**config.mk**
```make
export PLATFORM = sky130hd
export DESIGN_NAME = switch_press_decoder
export DESIGN_NICKNAME = d
export VERILOG_FILES = /design/src/rtl/switch_press_pkg.sv /design/src/rtl/switch_press_decoder.sv
export SDC_FILE = /design/constraint.sdc
export NUM_CORES = 1
export LEC_CHECK = 0
export ABC_CLOCK_PERIOD_IN_PS = 2600
export CAP_MARGIN = 20
export CELL_PAD_IN_SITES_DETAIL_PLACEMENT = 0
export CELL_PAD_IN_SITES_GLOBAL_PLACEMENT = 1
export CORE_UTILIZATION = 45
export CTS_BUF_LIST = sky130_fd_sc_hd__clkbuf_4 sky130_fd_sc_hd__clkbuf_8
export CTS_CLUSTER_SIZE = 10
export DETAILED_ROUTE_END_ITERATION = 7
export DONT_BUFFER_PORTS = 1
export PLACE_DENSITY = 0.83
export SYNTH_ARGS = -nofsm -noshare
export SYNTH_HDL_FRONTEND = slang
export SYNTH_SLANG_ARGS = --single-unit
```
**constraint.sdc**
```tcl
create_clock -name i_clk -period 2.6 [get_ports i_clk]
set_input_delay 0.26 -clock i_clk [delete_from_list [all_inputs] [get_ports i_clk]]
set_output_delay 0.26 -clock i_clk [all_outputs]
set_load 0.05 [all_outputs]
```
**src/rtl/switch_press_pkg.sv**
```systemverilog
// Shared types for the switch press classifier.
package switch_press_pkg;

   typedef enum logic [1:0] {
      IDLE    = 2'd0,
      PRESSED = 2'd1,
      HELD    = 2'd2
   } press_state_t;

endpackage

```
**src/rtl/switch_press_decoder.sv**
```systemverilog
// Classifies debounced presses as short/long; one-cycle event pulses, held flag, toggling LED.
// All outputs registered one edge after the deciding sample; no input backpressure.
module switch_press_decoder
   import switch_press_pkg::*;
#(
   parameter int LONG_PRESS_LIMIT = 250000
) (
   input  logic i_clk,
   input  logic i_rst_n,
   input  logic i_switch,
   output logic o_short_press,
   output logic o_long_press,
   output logic o_release,
   output logic o_held,
   output logic o_led
);

   localparam int CW = $clog2(LONG_PRESS_LIMIT);
   localparam logic [CW-1:0] CNT_ONE  = CW'(1);
   localparam logic [CW-1:0] CNT_LAST = CW'(LONG_PRESS_LIMIT - 1);

   press_state_t   state;
   logic [CW-1:0]  cnt;
   logic           long_hit;
   logic           short_hit;
   logic           release_hit;

   // Decisions shared by the state and output registers so both agree on the same edge.
   assign long_hit    = (state == PRESSED) && i_switch && (cnt == CNT_LAST);
   assign short_hit   = (state == PRESSED) && !i_switch;
   assign release_hit = (state != IDLE) && !i_switch;

   always_ff @(posedge i_clk or negedge i_rst_n) begin
      if (!i_rst_n) begin
         state <= IDLE;
         cnt   <= '0;
      end else begin
         unique case (state)
            IDLE: begin
               if (i_switch) begin
                  state <= PRESSED;
                  cnt   <= CNT_ONE;
               end
            end
            PRESSED: begin
               if (!i_switch) begin
                  state <= IDLE;
               end else if (long_hit) begin
                  state <= HELD;
               end else begin
                  cnt <= cnt + CNT_ONE;
               end
            end
            HELD: begin
               if (!i_switch) begin
                  state <= IDLE;
               end
            end
            default: begin
               state <= IDLE;
               cnt   <= '0;
            end
         endcase
      end
   end

   always_ff @(posedge i_clk or negedge i_rst_n) begin
      if (!i_rst_n) begin
         o_short_press <= 1'b0;
         o_long_press  <= 1'b0;
         o_release     <= 1'b0;
         o_held        <= 1'b0;
         o_led         <= 1'b0;
      end else begin
         o_short_press <= short_hit;
         o_long_press  <= long_hit;
         o_release     <= release_hit;
         o_held        <= long_hit || ((state == HELD) && i_switch);
         if (short_hit) begin
            o_led <= ~o_led;
         end
      end
   end

endmodule
```
Yosys cells after proc, flatten, opt, wreduce, memory -nomap -nowiden --
Index checks and enable logic that the tools add are counted.
Word-level totals: flip-flop bits (word level) 25, bits of input ports 3, logic and storage cells 38
Cells by class: $add $sub $neg 1, equality and inequality tests 8, mux-type cells 9, bitwise gates (word level) 2, reductions and logical operators 11
Operator list (number):
- $mux 18 | 3
- $pmux 18 s3 | 1
- $add 18x1->18 const B | 1
- $eq 18x18->1 const B | 1
- $mux 2 | 4
- $ne 2x2->1 const B | 4
- $pmux 2 s3 | 1
- $logic_and 1x1->1 | 5
- $reduce_and 4->1 | 1
- $ne 3x3->1 const B | 1
- $reduce_and 3->1 | 1
- $eq 2x1->1 const B | 1
- $eq 2x2->1 const B | 1
- $logic_not 2->1 | 1
- $not 1->1 | 2
- $reduce_bool 2->1 | 1
- $logic_not 1->1 | 1
- $logic_or 1x1->1 | 1

Logic depth before layout (Yosys ltp) --
Gate-level depths: netlist (run 1).
word-level depth 6, mapped depth 5

Worst setup path before layout (run 1) --
Ideal clock, no wire load.
path kind register to register, from reg cnt[8], to reg cnt[3], library setup time 0.128 ns, data arrival time 1.785 ns, path slack 0.688 ns, stages on the path, launching flop included 5, period minus slack after synthesis 1.912 ns, path through dfrtp_1 or4b_4 nor4_4 a211oi_1 mux2_1
On the way: cells in the longest elaborated chain, start to end 4
Ends and longest elaborated chain:
- start, declared | line switch_press_decoder.sv:23 | logic [CW-1:0] cnt;
- start signal, assigned | line switch_press_decoder.sv:51 | cnt <= cnt + CNT_ONE;
- $eq 18x18->1 | line switch_press_decoder.sv:29 | assign long_hit = (state == PRESSED) && i_switch && (cnt == CNT_LAST);
- $logic_and 1x1->1 | line switch_press_decoder.sv:29
- $ne 2x2->1 (no source line)
- $reduce_and 4->1 (no source line)
No other way between the ends. A chain may end at the register's enable or synchronous reset.

Worst setup path after layout (run 1) --
from reg cnt[10], to reg cnt[2]
The elaborated chain is that of the path after synthesis.

==> reports/metrics.yaml, run 1 <==
p_sw_share_pct: 31.80
ff2ff_setup_slack_ns: 0.42
cts_tree: "yes"
power_frac_seq_pct: 63.6
final.setup_skew_ns: 0.004252
finalWeightedCongestion: 0.8745
p_int_uw: 534.2
synthArstFlopShare_pct: 100.0
synth.avg_cell_area_um2: 9.842
synth_mux_area_share_pct: 3.760
ir_worst_vdd_v: 0.0003114
clockBufferDepth: 2
core-area_um2: 2853
worstPathCellList: "or4_1 > nor4_4 > a21oi_1 > a311oi_2"
h-tree-depth: 1
period_needed_ns: 2.177
root_buffer: "clkbuf_4"
end_kind: "register"
postSynthCellCount: 142
period_share_pct: 83.73
p_leak_uw: 0.0005957
wl_per_cell_um: 17.33
grt_pass1_wl_mm: 5.299
io_buffers: 0
syn2layout_area_growth_pct: 5.282
antenna_found_initial: 0
min_from: "i_switch"
synthSimpleGateAreaFrac_pct: 26.95
ios: 8
routed_wl_mm: 3.050
synth_compound_area_share_pct: 16.03
critPathBufInv: 0
slowest_delay_ns: 0.58
rsz0062_at_grt: "false"
p_clk_share_pct: 23.8
finalHoldViolations: 0
initial_core_util_pct: 48.99
die_w_um: 57.73
path_max_fanout: 8
dieArea_um2: 3333
cts_setup_buffers: 0
cp-start-kind: "register"
fp.dieH_um: 57.73
switchingPower_uw: 249.1
powerDensity_nw_per_um2: 532.4
place_hpwl_mm: 2.179
reg2regPathDepth: 4
required_ns: 2.84
grt.total_usage_pct: 21.06
netlist_area_um2: 1398
clock_latency_ns: 0.32
synth_nets: 146
cp_top_family: "simple AND/OR/NAND/NOR gates"
holdPathEnd: "state[1]$_DFFE_PN0P_"
min_path_cells: 1
arrival_ns: 2.41
cap_violations: 0
ys_seq_area_share_pct: 44.76
viasPerCell: 6.460
critPathKind: "reg -> reg"
synth_flop_cell: "dfrtp_1"
synth_edf_count: 0
synth_xor_area_share_pct: 2.507
rows: 19
outcome: "complete, no violations"
dp.cells: 168
antenna_left: 0
vias: 1137
r2r_start: "cnt[10]$_DFFE_PN0P_"
numCtsBuffers: 3
setup_viol: 0
synth-seq-cells: 25
drc: 0
ys_warn_count: 0
final_area_um2: 1471
slew_viol_final: 0
yosys.area_share.adder_pct: 0.8953
worst_slew_pin_slew_ns: 0.5728
final_layout_size_suffix_gt1_share_pct: 9.655
setup_tns_ns: 0
finalNonFillerCells: 176
nets: 150
drt_iter0_markers: 53
ctsResizeCount: 0
place_area_um2: 1391
grt_pass1_vias: 1082
synthDistinctLibCells: 40
dr.pass1.iters: 4
hold_class: "in -> reg"
grt-ovfl-total: 0
synth_top_family_by_area: "simple AND/OR/NAND/NOR gates"
cts_sinks: 25
fillers: 281
path_clk_slew_ns: 0.13
cpMaxStageDelayCell: "or4_1"
slew_headroom_pct: 61.41
max_freq_mhz: 459.4
r2r-end: "cnt[2]$_DFFE_PN0P_"
diodes: 0
grt_max_degree: 26
combinationalPowerShare_pct: 12.6
how the worst max path moves through the flow:
stage                        start                  to  slack (ns)  cells after the start
6_report       cnt[10]$_DFFE_PN0P_  cnt[2]$_DFFE_PN0P_        0.42                      4
3_5_place_dp   cnt[10]$_DFFE_PN0P_  cnt[3]$_DFFE_PN0P_        0.46                      4
2_1_floorplan   cnt[8]$_DFFE_PN0P_  cnt[3]$_DFFE_PN0P_        0.69                      4
4_1_cts        cnt[10]$_DFFE_PN0P_  cnt[2]$_DFFE_PN0P_        0.42                      4
5_1_grt        cnt[10]$_DFFE_PN0P_  cnt[2]$_DFFE_PN0P_        0.33                      4
3_3_place_gp   cnt[10]$_DFFE_PN0P_  cnt[3]$_DFFE_PN0P_        0.54                      4
sequential cells by signal (all words and copies together), names as in the netlist:
| register | cells |
|---|---|
| cnt | 18 |
| o_held | 1 |
| o_led | 1 |
| o_long_press | 1 |
| o_release | 1 |
| o_short_press | 1 |
| state | 2 |
layout make-up:
cell class / count / area [um2] / share of cell area, %
multi-input combinational: 106 / 700.7 / 47.62
timing repair buffer: 5 / 57.56 / 3.912
sequential: 25 / 625.6 / 42.52
inverter: 5 / 18.77 / 1.276
clock buffer: 4 / 30.03 / 2.041
tap: 31 / 38.79 / 2.636
power by group through the flow:
stage | registers (uW) | logic [uW] | clock network [uW]
finish | 498 | 98.7 | 186
global route | 505 | 117 | 213
CTS | 498 | 99.9 | 198
detailed placement | 506 | 84.9 | 0
global placement | 503 | 79.9 | 0
floorplan | 486 | 93.1 | 0
layout by cell type, fill, tap and decap left out, types with 4 or more instances in the layout:
cell / n
dfrtp_1: 25
nor2_1: 11
a21oi_1: 11
nand3_1: 9
nand2_1: 9
or4_1: 8
o31ai_1: 7
o21ai_0: 6
nand4_1: 5
inv_1: 5
clkbuf_4: 4
cell usage after synthesis, types with 2 or more instances:
master | number | area share, %
dfrtp_1 | 25 | 45
a21oi_1 | 11 | 3.9
nor2_1 | 11 | 3.0
nand2_1 | 9 | 2.4
nand3_1 | 9 | 3.2
or4_1 | 8 | 4.3
o31ai_1 | 7 | 3.8
o21ai_0 | 6 | 2.1
inv_1 | 5 | 1.3
nand4_1 | 5 | 2.2
buf_6 | 4 | 3.2
and4_1 | 3 | 1.9
mux2i_1 | 3 | 2.1
nor2b_1 | 3 | 1.3
and3_1 | 2 | 0.90
clkbuf_1 | 2 | 0.54
nand2b_1 | 2 | 0.90
nor3_1 | 2 | 0.72
o21a_1 | 2 | 1.1
xnor2_1 | 2 | 1.3
xor2_1 | 2 | 1.3
stage by stage:
| step | hold WS [ns] | power (uW) | worst slack, ns | util (%) |
|---|---|---|---|---|
| after global routing | 0.01108 | 835.2 | 0.3306 | 51.58 |
| after floorplan | -0.03559 | 579.5 | 0.6878 | - |
| after detailed placement | -0.03508 | 590.6 | 0.4556 | 48.77 |
| after CTS | 0.001806 | 795.1 | 0.4213 | 51.23 |
| after global placement | -0.03510 | 583.0 | 0.5397 | 48.77 |
| final | 0.03595 | 783.3 | 0.4231 | 51.58 |
cells by family (layout without fill, tap and decap cells):
family                     Yosys count  count (layout)
and+or+nand+nor                     62              62
xor gates and xnor gates             4               4
adders and majority gates            1               1
buffers and inverters               11              14
AOI/OAI and AO/OA                   34              34
DFF                                 25              25
muxes                                5               5
per-layer routing:
metal,global-route usage [%],vias up,routed length [um]
met5,0,-,0
met4,7.483,0,45
met3,2.679,5,93
met2,32.89,21,1505
met1,30.27,572,1405
li1,-,539,-
repair_timing:
| action | 4_1_cts | 5_1_grt |
|---|---|---|
| hold endpoints to repair | 26 | 1 |
| hold buffers | 3 | 1 |
| endpoints found under the setup margin | 0 | 0 |
worst register-to-register path, cell delays in order, from the launching register on:
cell and delay (ns):
dfrtp_1 0.46, or4_1 0.58, nor4_4 0.52, a21oi_1 0.22, a311oi_2 0.30
(Power assumes the default switching activity.)
==> run 2: changes to the inputs <==
ABC_CLOCK_PERIOD_IN_PS = 2000   (was 2600)
PLACE_DENSITY = 0.85   (was 0.83)
clock period = 2 ns   (was 2.6 ns; I/O delays follow)
==> run 2 against run 1 <==
Non-clock buffer count increased by 12; routed wire length increased by 4.2%; clock-buffer cell count down 1; sequential cell count stayed put; first-iteration DRC count up 42%.
==> reports/metrics.yaml, run 2 (same netlist as run 1, synthesis figures left out) <==
required_ns: 2.29  # -0.55 ns
viasPerCell: 6.394  # -1.0%
initial_core_util_pct: 48.99  # unchanged
diodes: 0  # unchanged
nets: 162  # +8.0%
clockBufferDepth: 2  # unchanged
wl_per_cell_um: 16.91  # -2.4%
syn2layout_area_growth_pct: 11.64
regMostFlops: "cnt"
numCtsBuffers: 3  # unchanged
grt_pass1_wl_mm: 5.492  # +3.6%
final_common_cell: "dfrtp_1"
worst_slew_pin_slew_ns: 0.4883  # -0.08444 ns
rows: 19  # unchanged
die_w_um: 57.73  # unchanged
cap_violations: 0  # unchanged
final.setup_skew_ns: 0.02410  # +0.01985 ns
dr.pass1.iters: 4  # unchanged
antenna_found_initial: 0  # unchanged
grt_max_degree: 26  # unchanged
slew_viol_final: 0  # unchanged
grt-ovfl-total: 0  # unchanged
h-tree-depth: 1  # unchanged
cts_sinks: 25  # unchanged
largestRegisters: "cnt: 18 flops, state: 2 flops"
cp-start-kind: "register"
place_hpwl_mm: 2.250  # +3.3%
powerDensity_nw_per_um2: 659.2  # +24%
arrival_ns: 2.21  # -0.20 ns
period_needed_ns: 1.917  # -0.2597 ns
finalWeightedCongestion: 0.8302  # -5.1%
most-common-layout-cells: "dfrtp_1 (25), buf_4 (14), nor2_1 (11), a21oi_1 (11)"
routed_wl_mm: 3.179  # +4.2%
io_buffers: 0  # unchanged
ir_worst_vdd_v: 0.0003253  # +4.5%
max_freq_mhz: 521.6  # +14%
grt.total_usage_pct: 21.64  # +0.58 points
finalHoldViolations: 0  # unchanged
path_max_fanout: 6  # -2
ios: 8  # unchanged
drt_iter0_markers: 75  # +42%
slew_headroom_pct: 67.45  # +6.0 points
p_leak_uw: 0.0006563  # +10%
fp.dieH_um: 57.73  # unchanged
drc: 0  # unchanged
core-area_um2: 2853  # unchanged
antenna_left: 0  # unchanged
place_area_um2: 1489  # +7.0%
outcome: "complete, no violations"
hold_class: "in -> reg"
critPathKind: "reg -> reg"
final_layout_size_suffix_gt1_share_pct: 17.83  # +8.2 points
final_area_um2: 1560  # +6.0%
dieArea_um2: 3333  # unchanged
largest_register_ffs: 18  # unchanged
grt_pass1_vias: 1141  # +5.5%
setup_tns_ns: 0  # unchanged
root_buffer: "clkbuf_4"
end_kind: "register"
path_clk_slew_ns: 0.15  # +0.02 ns
fin_total_pwr_uw: 1028  # +31%
period_share_pct: 95.86  # +12 points
vias: 1202  # +5.7%
cts_setup_buffers: 0  # unchanged
setup_viol: 0  # unchanged
cts_tree: "yes"
clock_latency_ns: 0.34  # +0.02 ns
run 2: stage by stage:
stage                     hold WS, ns  setup slack [ns]  utilization [%]  instances
after floorplan              -0.09559           0.08780                -        142
after global placement       -0.09513            0.1086            52.19        181
after detailed placement     -0.09511           0.08602            52.19        181
after CTS                    0.009197           0.08228            54.56        188
after global routing          0.02547          -0.02151            54.69        188
final                         0.02237           0.08277            54.69        188
run 2: report_power, final:
part           internal [uW]  switching (uW)
combinational           69.7            82.8
clock                   75.2             160
sequential               545            96.1
run 2: path summary, 6_finish.rpt:
kind                       cells after the start  slack (ns)                    to                 from
min in group asynchronous                      2        0.26   o_release$_DFF_PN0_              i_rst_n
max in group asynchronous                      2        1.56    cnt[4]$_DFFE_PN0P_              i_rst_n
hold / removal                                 2        0.02  state[0]$_DFFE_PN0P_             i_switch
hold reg to reg                                2        0.56   cnt[16]$_DFFE_PN0P_  cnt[16]$_DFFE_PN0P_
setup reg to reg                               5        0.08      o_held$_DFF_PN0_   cnt[9]$_DFFE_PN0P_
setup / recovery                               5        0.08      o_held$_DFF_PN0_   cnt[9]$_DFFE_PN0P_
run 2: critical path, stage by stage (launching register included):
cell and delay (ns):
dfrtp_1 0.41, or4_4 0.56, nor4_4 0.41, buf_4 0.19, and4b_1 0.21, o21a_1 0.12
run 2: metal layers:
metal,up-vias,part of all wire [%],global-route usage (%)
li1,569,-,-
met1,578,47,31.18
met2,46,46,33.22
met3,9,5.3,2.679
met4,0,2.2,8.844
met5,-,0,0
run 2: layout make-up:
type	count	area (um2)
well taps	31	38.79
multi-input cells	106	704.4
repair buffers	17	145.1
clock buffers	3	22.52
inverters	5	18.77
fillers	275	1292
clock inverters	1	5.005
flip-flops and latches	25	625.6
run 2: timing repair:
item / 4_1_cts / 5_1_grt
resized for setup: 0 / 2
setup endpoints to repair: 0 / 2
hold buffers: 3 / 0
hold endpoints to repair: 29 / 0
==> run 3: changes to the inputs <==
CORE_MARGIN = 1.5   (was default)
SKIP_LAST_GASP = 1   (was default)
==> run 3 against run 2 <==
Maximum frequency shrank 1.8%; first-iteration DRC count decreased by 29%; largest cell class unchanged; routed wire length increased by 0.69%; sequential power down 1%; cell area grew 2.1%; sequential cell count unchanged; worst hold slack improved by 0.0074 ns; register-to-register slack worse by 0.03 ns.
==> reports/metrics.yaml, run 3 (same netlist as run 1, synthesis figures left out) <==
required_ns: 2.23  # -0.06 ns
drt_iter0_markers: 53  # -29%
grt_busiest_layer: "met2"
clockBufferDepth: 2  # unchanged
arrival_ns: 2.18  # -0.03 ns
nets: 165  # +1.9%
final.setup_skew_ns: 0.004157  # -0.01994 ns
period_share_pct: 97.58  # +1.7 points
dp.cells: 184  # +1.7%
end_kind: "register"
setup_viol: 0  # unchanged
slew_viol_final: 0  # unchanged
most-common-layout-cells: "dfrtp_1 (25), buf_4 (17), nor2_1 (11), a21oi_1 (11)"
vias: 1182  # -1.7%
place_hpwl_mm: 2.353  # +4.6%
cts_tree: "yes"
core-area_um2: 3003  # +5.3%
grt_max_degree: 26  # unchanged
setup_tns_ns: 0  # unchanged
numCtsBuffers: 3  # unchanged
fp.dieH_um: 58.73  # +1.7%
initial_core_util_pct: 46.54  # -2.4 points
finalWeightedCongestion: 0.9806  # +18%
grt-ovfl-total: 0  # unchanged
ios: 8  # unchanged
regMostFlops: "cnt"
worst_slew_pin_slew_ns: 0.4958  # +0.007504 ns
cp-start-kind: "register"
path_clk_slew_ns: 0.14  # about the same
critPathKind: "reg -> reg"
ir_worst_vdd_v: 0.0003912  # +20%
final_layout_size_suffix_gt1_share_pct: 20.00  # +2.2 points
rsz0062_at_grt: "true"
grt_pass1_wl_mm: 5.140  # -6.4%
finalNonFillerCells: 193  # +2.7%
die_w_um: 58.73  # +1.7%
largestRegisters: "cnt: 18 flops, state: 2 flops"
grt.total_usage_pct: 19.46  # -2.2 points
drc: 0  # unchanged
period_needed_ns: 1.952  # +0.03438 ns
powerDensity_nw_per_um2: 660.3  # +0.17%
wl_per_cell_um: 16.59  # -1.9%
dr.pass1.iters: 4  # unchanged
place_area_um2: 1499  # +0.67%
cts_sinks: 25  # unchanged
final_common_cell: "dfrtp_1"
syn2layout_area_growth_pct: 13.97
h-tree-depth: 1  # unchanged
dieArea_um2: 3449  # +3.5%
antenna_found_initial: 0  # unchanged
diodes: 0  # unchanged
outcome: "complete, no violations"
use_met2_pct: 29.68  # -3.5 points
viasPerCell: 6.124  # -4.2%
path_max_fanout: 6  # unchanged
met1_usage_pct: 28.13  # -3.0 points
p_leak_uw: 0.0006737  # +2.6%
max_freq_mhz: 512.4  # -1.8%
routed_wl_mm: 3.201  # +0.69%
met3_usage_pct: 2.637  # -0.041 points
final_area_um2: 1593  # +2.1%
root_buffer: "clkbuf_4"
io_buffers: 0  # unchanged
rows: 20  # +1
clock_latency_ns: 0.32  # -0.02 ns
fin_total_pwr_uw: 1052  # +2.3%
grt_pass1_vias: 1119  # -1.9%
finalHoldViolations: 0  # unchanged
hold_class: "in -> reg"
slew_headroom_pct: 66.95  # -0.50 points
cap_violations: 0  # unchanged
largest_register_ffs: 18  # unchanged
antenna_left: 0  # unchanged
run 3: changes by cell type in the layout (fill, tap and decap cells not counted):
cell      previous run  this run
a21boi_0             0         1
a21boi_1             1         0
buf_4               14        17
clkbuf_4             3         4
clkinv_2             1         0
o31ai_1              7         6
o31ai_2              0         1
run 3: per-stage QoR:
stage / util, % / setup WS (ns) / hold slack [ns]
5_1_grt: 53.04 / -0.01046 / 0.02566
2_1_floorplan: - / 0.08780 / -0.09559
3_3_place_gp: 49.92 / 0.1246 / -0.09473
4_1_cts: 52.42 / 0.02868 / 0.01951
6_report: 53.04 / 0.04839 / 0.02975
3_5_place_dp: 49.92 / -0.006597 / -0.09489
run 3: repair_timing:
item	CTS	global route
gates resized for setup	1	1
hold buffers	3	0
setup buffers	0	2
pin swaps	0	2
hold endpoints to repair	29	0
endpoints found under the setup margin	1	5
run 3: report_power, final:
part,internal (uW),total [uW],switching [uW]
logic,78.7,173,94.2
registers,545,633,87.8
clock network,91.7,246,154
run 3: critical path, cell delays in order, from the launching register on:
cell,delay (ns)
dfrtp_1,0.44
or4_4,0.54
nor4_4,0.37
buf_4,0.20
a21oi_1,0.07
o31ai_2,0.24
run 3: area by class of cell:
type	count	area (um2)
Clock buffer	4	30.03
Multi-Input combinational cell	106	709.4
Inverter	5	18.77
Sequential cell	25	625.6
Tap cell	33	41.29
Timing Repair Buffer	20	167.7
Fill cell	273	1410
run 3: per-layer routing:
| metal | vias up | part of all wire (%) | wire length [um] |
|---|---|---|---|
| li1 | 574 | - | - |
| met1 | 586 | 49 | 1563 |
| met2 | 18 | 46 | 1485 |
| met3 | 4 | 3.5 | 113 |
| met4 | 0 | 1.2 | 38 |
| met5 | - | 0 | 0 |
run 3: final timing paths:
check / depth (start not counted) / slack [ns] / from / to
worst max-delay path: 5 / 0.05 / cnt[9]$_DFFE_PN0P_ / cnt[4]$_DFFE_PN0P_
worst min-delay path: 2 / 0.03 / i_switch / state[0]$_DFFE_PN0P_
worst max register to register: 5 / 0.05 / cnt[9]$_DFFE_PN0P_ / cnt[4]$_DFFE_PN0P_
worst min register to register: 2 / 0.56 / cnt[17]$_DFFE_PN0P_ / cnt[17]$_DFFE_PN0P_
max in group asynchronous: 2 / 1.55 / i_rst_n / cnt[5]$_DFFE_PN0P_
min in group asynchronous: 2 / 0.31 / i_rst_n / cnt[15]$_DFFE_PN0P_
